## src/rtl/forward_hazard_unit.sv

```systemverilog
`default_nettype none
// ============================================================================
// Module   : forward_hazard_unit
// Purpose  : Forwarding and load-use hazard controller for a five-stage CPU.
//            Keeps a shadow copy of the destination-register information
//            for the instructions in EX, MEM and WB. From that copy it
//            drives the EX operand-mux selects. It also raises a one-cycle
//            stall whenever an instruction in ID needs the result of a load
//            that is currently in EX.
// Revision : 1.0 - initial release
// ----------------------------------------------------------------------------
// Parameters
//   REG_AW        register-address width
//   CNT_W         width of the saturating stall counter
// Ports
//   clk_i         clock; all state updates on the rising edge
//   rst_i         asynchronous active-low reset
//   id_valid_i    ID holds a real instruction
//   id_rs_i       rs of the ID instruction
//   id_rt_i       rt of the ID instruction
//   id_rd_i       final destination of the ID instruction (after RegDst)
//   id_regwrite_i ID instruction writes the register file
//   id_memread_i  ID instruction is a load
//   flush_i       taken branch/jump; the ID instruction is discarded
//   forward_a_o   operand-A select: 00 reg file, 01 WB data, 10 EX/MEM result
//   forward_b_o   operand-B select, same encoding
//   stall_o       load-use stall: hold PC and IF/ID, inject a bubble into EX
//   stall_cnt_o   saturating count of stall cycles
// ============================================================================
module forward_hazard_unit #(
  parameter int REG_AW = 5,
  parameter int CNT_W  = 16
) (
  input  logic              clk_i,
  input  logic              rst_i,
  input  logic              id_valid_i,
  input  logic [REG_AW-1:0] id_rs_i,
  input  logic [REG_AW-1:0] id_rt_i,
  input  logic [REG_AW-1:0] id_rd_i,
  input  logic              id_regwrite_i,
  input  logic              id_memread_i,
  input  logic              flush_i,
  output logic [1:0]        forward_a_o,
  output logic [1:0]        forward_b_o,
  output logic              stall_o,
  output logic [CNT_W-1:0]  stall_cnt_o
);

  localparam logic [1:0]        c_FWD_REG  = 2'b00;
  localparam logic [1:0]        c_FWD_WB   = 2'b01;
  localparam logic [1:0]        c_FWD_MEM  = 2'b10;
  localparam logic [REG_AW-1:0] c_REG_ZERO = '0;
  localparam logic [CNT_W-1:0]  c_CNT_MAX  = '1;
  localparam logic [CNT_W-1:0]  c_CNT_ONE  = {{(CNT_W-1){1'b0}}, 1'b1};

  // --------------------------------------------------------------------------
  // Stage records
  // --------------------------------------------------------------------------
  // EX record: this stage also keeps its source registers, because those
  // are the operands the forwarding muxes are choosing for.
  logic              r_ex_valid;
  logic [REG_AW-1:0] r_ex_rd;
  logic [REG_AW-1:0] r_ex_rs;
  logic [REG_AW-1:0] r_ex_rt;
  logic              r_ex_regwrite;
  logic              r_ex_memread;

  // MEM record
  logic              r_mem_valid;
  logic [REG_AW-1:0] r_mem_rd;
  logic              r_mem_regwrite;
  logic              r_mem_memread;

  // WB record
  logic              r_wb_valid;
  logic [REG_AW-1:0] r_wb_rd;
  logic              r_wb_regwrite;
  logic              r_wb_memread;

  logic [CNT_W-1:0]  r_stall_cnt;

  // --------------------------------------------------------------------------
  // Combinational hazard / forwarding decode
  // --------------------------------------------------------------------------
  logic w_stall;
  logic w_ex_bubble;
  logic w_mem_live;
  logic w_wb_live;
  logic w_mem_hits_rs;
  logic w_mem_hits_rt;
  logic w_wb_hits_rs;
  logic w_wb_hits_rt;
  logic w_ex_load_live;

  // A stage can only forward when it is a real register-writing instruction
  // and its destination is not $0, which is hard-wired to zero.
  assign w_mem_live = r_mem_valid & r_mem_regwrite & (r_mem_rd != c_REG_ZERO);
  assign w_wb_live  = r_wb_valid  & r_wb_regwrite  & (r_wb_rd  != c_REG_ZERO);

  assign w_mem_hits_rs = w_mem_live & (r_mem_rd == r_ex_rs);
  assign w_mem_hits_rt = w_mem_live & (r_mem_rd == r_ex_rt);
  assign w_wb_hits_rs  = w_wb_live  & (r_wb_rd  == r_ex_rs);
  assign w_wb_hits_rt  = w_wb_live  & (r_wb_rd  == r_ex_rt);

  // MEM holds the younger result, so it takes priority over WB. The
  // encoding 11 is never produced.
  always_comb begin
    forward_a_o = c_FWD_REG;
    if (w_mem_hits_rs) begin
      forward_a_o = c_FWD_MEM;
    end else if (w_wb_hits_rs) begin
      forward_a_o = c_FWD_WB;
    end
  end

  always_comb begin
    forward_b_o = c_FWD_REG;
    if (w_mem_hits_rt) begin
      forward_b_o = c_FWD_MEM;
    end else if (w_wb_hits_rt) begin
      forward_b_o = c_FWD_WB;
    end
  end

  // Load in EX whose result is not yet available for forwarding. rt is
  // compared even for instructions that do not read it. That costs an
  // occasional extra stall but saves decode information here.
  assign w_ex_load_live = r_ex_valid & r_ex_memread & (r_ex_rd != c_REG_ZERO);

  // A flush discards the ID instruction, so a hazard against it is moot.
  assign w_stall = ~flush_i & id_valid_i & w_ex_load_live &
                   ((r_ex_rd == id_rs_i) | (r_ex_rd == id_rt_i));

  assign w_ex_bubble = flush_i | w_stall;

  // --------------------------------------------------------------------------
  // Pipeline shadow registers
  // --------------------------------------------------------------------------
  always_ff @(posedge clk_i or negedge rst_i) begin
    if (!rst_i) begin
      r_wb_valid     <= 1'b0;
      r_wb_rd        <= '0;
      r_wb_regwrite  <= 1'b0;
      r_wb_memread   <= 1'b0;
    end else begin
      r_wb_valid     <= r_mem_valid;
      r_wb_rd        <= r_mem_rd;
      r_wb_regwrite  <= r_mem_regwrite;
      r_wb_memread   <= r_mem_memread;
    end
  end

  always_ff @(posedge clk_i or negedge rst_i) begin
    if (!rst_i) begin
      r_mem_valid    <= 1'b0;
      r_mem_rd       <= '0;
      r_mem_regwrite <= 1'b0;
      r_mem_memread  <= 1'b0;
    end else begin
      r_mem_valid    <= r_ex_valid;
      r_mem_rd       <= r_ex_rd;
      r_mem_regwrite <= r_ex_regwrite;
      r_mem_memread  <= r_ex_memread;
    end
  end

  // A bubble carries zeroed register fields so that no stale address can
  // ever match in the forwarding compare.
  always_ff @(posedge clk_i or negedge rst_i) begin
    if (!rst_i) begin
      r_ex_valid     <= 1'b0;
      r_ex_rd        <= '0;
      r_ex_rs        <= '0;
      r_ex_rt        <= '0;
      r_ex_regwrite  <= 1'b0;
      r_ex_memread   <= 1'b0;
    end else if (w_ex_bubble) begin
      r_ex_valid     <= 1'b0;
      r_ex_rd        <= '0;
      r_ex_rs        <= '0;
      r_ex_rt        <= '0;
      r_ex_regwrite  <= 1'b0;
      r_ex_memread   <= 1'b0;
    end else begin
      r_ex_valid     <= id_valid_i;
      r_ex_rd        <= id_rd_i;
      r_ex_rs        <= id_rs_i;
      r_ex_rt        <= id_rt_i;
      r_ex_regwrite  <= id_regwrite_i;
      r_ex_memread   <= id_memread_i;
    end
  end

  // --------------------------------------------------------------------------
  // Stall cycle counter: saturates, cleared only by reset
  // --------------------------------------------------------------------------
  always_ff @(posedge clk_i or negedge rst_i) begin
    if (!rst_i) begin
      r_stall_cnt <= '0;
    end else if (w_stall && (r_stall_cnt != c_CNT_MAX)) begin
      r_stall_cnt <= r_stall_cnt + c_CNT_ONE;
    end
  end

  assign stall_o     = w_stall;
  assign stall_cnt_o = r_stall_cnt;

endmodule
`default_nettype wire

```

## config.mk

```make
export PLATFORM = sky130hd
export DESIGN_NAME = forward_hazard_unit
export DESIGN_NICKNAME = d
export VERILOG_FILES = /design/src/rtl/forward_hazard_unit.sv
export SDC_FILE = /design/constraint.sdc
export NUM_CORES = 1
export LEC_CHECK = 0
export ABC_AREA = 1
export ABC_CLOCK_PERIOD_IN_PS = 1900
export BUFFER_PORTS_ARGS = -buffer_cell sky130_fd_sc_hd__buf_2
export CORE_MARGIN = 8
export CORE_UTILIZATION = 54
export CTS_BUF_LIST = sky130_fd_sc_hd__clkbuf_4
export CTS_CLUSTER_SIZE = 30
export DETAILED_ROUTE_END_ITERATION = 6
export MAX_ROUTING_LAYER = met4
export PLACE_DENSITY = 0.77
export SLEW_MARGIN = 30
export SYNTH_ARGS = -nofsm -noshare
export SYNTH_HDL_FRONTEND = slang
export SYNTH_SLANG_ARGS = --single-unit
```

## constraint.sdc

```tcl
create_clock -name clk_i -period 1.9 [get_ports clk_i]
set_clock_uncertainty 0.15 [all_clocks]
set_input_delay 0.095 -clock clk_i [delete_from_list [all_inputs] [get_ports clk_i]]
set_output_delay 0.095 -clock clk_i [all_outputs]
set_load 0.02 [all_outputs]
```

==> results summary <==
The run finished with clean final reports. The count of final hold-check violations was 0. The most instantiated flip-flop cell in the synthesis netlist is dfrtp_1. The average via count per standard cell came out at roughly 5.3. After synthesis, the netlist uses 24 different library cells. In the final layout, the share of cells above drive strength 1 is 0.244. The last weighted congestion value of the routability-driven placer came out at 0.939. The transition time at the pin with the least slew margin came out at 601 ps. The tightest min-delay check is of the input port to asynchronous set/reset pin type. The worst setup path is launched from a flip-flop. The repair_antennas step left the layout with diodes totalling 0. The most frequent standard cell in the layout excluding fill and tap cells is nand2_1.

Data on the critical path is required at its endpoint by roughly 1700 ps. The core area came out at 0.00463 sq mm. The global-route wire length before repair came out at between 10,000 and 15,000 um.

The number of H-tree levels came out at 2. The DRC violation total after the first TritonRoute iteration is 143. The number of nets at the end of the flow came out at 407. In this run the register-to-register setup slack is 90 ps. The max-slew violation count came out at 0.

The synthesis-to-layout area growth came out at 28.1%. The critical path data arrival time is 1610 ps. The leakage component of the power is 1.73 nW. The post-synthesis async set-or-reset flop share came out at 1.00. The width of the die is 84.4 um.

In this run, synthesis inferred 0 flip-flops with an integrated enable. The number of placed I/O pins came out at 42. The fmax is about 540 MHz. The overall power after layout came out at ~2.0 mW. The worst register-to-register path begins at r_ex_rd[2]. The share of the yosys chip area belonging to registers came out at 0.476. The number of antenna violations at the first check in global routing came to 0.

The average cell area after synthesis came out at about 8.2 sq um. The residual overflow from global routing came out at 0. In this run the core area contains 25 standard-cell rows.

In the synthesized netlist, the number of instances is between 300 and 400. Counting along the longest clock path gives a buffer depth of 2. The number of vias after detailed routing is 2,327. The clock slew seen by the registers of the worst setup and hold paths is roughly 140 ps. The power density relative to cell area came out at a little over 600 mW/mm^2. The tree built by TritonCTS fans out to 48 sinks. Summing all placed instances gives a cell area of 0.00281 sq mm. The effective utilization at floorplan came out at 0.545. The minimum setup slack after placement is just under 80 ps. For this run, the total global-route usage over all layers was measured as 0.194. The endpoint identified for the worst register-to-register timing path is stall_cnt_o[7].

The number of max-cap violations came out at 0. The synthesized design contains 48 register bits. The routed design has 6600 um of wire.

The total DRC errors in the routed layout is 0. The floorplan step defined a die boundary enclosing slightly above 0.007 sq mm. Counting every net in the synthesized netlist gives 330. The worst IR drop on VDD is 0.489 mV. The die height came out at 84.4 um. Setup repair after global routing could not meet its margin everywhere. The count of input and output buffers is a little over 40. STA classifies the critical path endpoint as an output port. Yosys printed 0 warnings.

The cell sitting at the root of the clock tree is a clkbuf_4. In this run the worst setup path begins at r_ex_rd[2]. The hold slack is roughly 160 ps. In the layout the commonest cells are 87 x nand2_1, 46 x dfrtp_1, 39 x buf_2.

The first TritonRoute pass finished after 4 iterations. The critical-path maximum fanout came out at 4. The via count of the first global-routing pass came to roughly 2,300. The worst setup path is of the flip-flop to output port kind. The combined area of all synthesized cells came out at ~0.0025 sq mm. The final worst-path cycle share is 0.977. Measured in cells, the most critical reg-to-reg path has a length of 10.

The count of endpoints failing setup in the final report is 0. Entering global routing, the biggest net connects roughly 50 pins. The worst setup margin is about 44 ps.

The post-DP HPWL came out at approximately 4200 um. The relative slew slack is 0.599. The finished cells cover between 0.003 and 0.004 sq mm. The number of buffers inserted during clock tree synthesis is 5.

TritonCTS built the clock tree. The post-detailed-route wirelength per cell is around 15 um. The worst path in the final design needs a cycle of approximately 1900 ps, including I/O delays and setup. The post-detailed-route count of antenna-violating nets came out at 0. The insertion delay to the later sink of the worst-skew pair is approximately 370 ps.
## cell families after synthesis
family | synth area share
fa+ha+maj | 0.00495
simple gates | 0.336
xor+xnor | 0.101
compound gates | 0.00396
flops | 0.476
buf+inv | 0.0788
## worst max path at each step
stage / endpoint
after floorplan: stall_cnt_o[11]
after global placement: stall_cnt_o[15]
after detailed placement: stall_cnt_o[7]
after CTS: stall_o
after global routing: stall_o
final: stall_o
## critical path: stages, from the launching register on
cell and delay [ps]:
dfrtp_1 460, inv_2 80, nand2_1 70, nand2_1 60, nor2_1 160, nand3_2 100, nand2_4 90, nand2_4 60
inv_2 50, buf_6 100
## cell type report
| class | count | area, sq um |
|---|---|---|
| sequential | 48 | 1200 |
| inverter | 39 | 150 |
| fill | 366 | 1400 |
| multi-input combinational | 215 | 1200 |
| timing repair buffer | 76 | 527 |
| clock inverter | 3 | 46.3 |
| clock buffer | 5 | 37.5 |
| tap | 54 | 67.6 |
## metrics by stage
stage | setup TNS [ps] | cells | util
5_1_grt | -91.3 | 440 | 0.699
3_5_place_dp | 0 | 404 | 0.606
4_1_cts | 0 | 434 | 0.671
2_1_floorplan | 0 | 308 | -
6_report | 0 | 440 | 0.699
3_3_place_gp | 0 | 404 | 0.606
## cell usage after synthesis (3+ instances only)
cell	count	share of area
nand2_1	89	0.13
dfrtp_1	48	0.48
nor2_1	40	0.059
inv_1	37	0.055
nand4_1	26	0.064
xnor2_1	18	0.062
nand3_1	11	0.022
xor2_1	11	0.038
nor3_1	7	0.014
buf_2	3	0.0059
## sequential cells by signal, indices dropped and copies added (netlist names)
register and flops:
r_ex_memread 1, r_ex_rd 5, r_ex_regwrite 1, r_ex_rs 5, r_ex_rt 5, r_ex_valid 1
r_mem_rd 5, r_mem_regwrite 1, r_mem_valid 1, r_wb_rd 5, r_wb_regwrite 1, r_wb_valid 1
stall_cnt_o 16
## repair_timing
item,in CTS,in global routing
resized for setup,0,25
gates cloned,0,1
buffers inserted,2,5
hold buffers,20,0
pin swaps,1,5
endpoints found under the hold margin,66,0
endpoints found under the setup margin,1,21
## layer usage
metal,part of all wire,global-route usage,up-vias
li1,-,-,1124
met1,0.42,0.248,1078
met2,0.49,0.302,109
met3,0.065,0.0332,16
met4,0.021,0.0680,0
met5,0,-,-
## report_power, final
group,internal [mW],leakage [nW],switching [mW]
sequential,1.06,0.633,0.0400
clock,0.282,0.0418,0.350
combinational,0.110,1.05,0.126
total,1.45,1.73,0.517
Note: power is estimated with default switching activity, not from simulation.
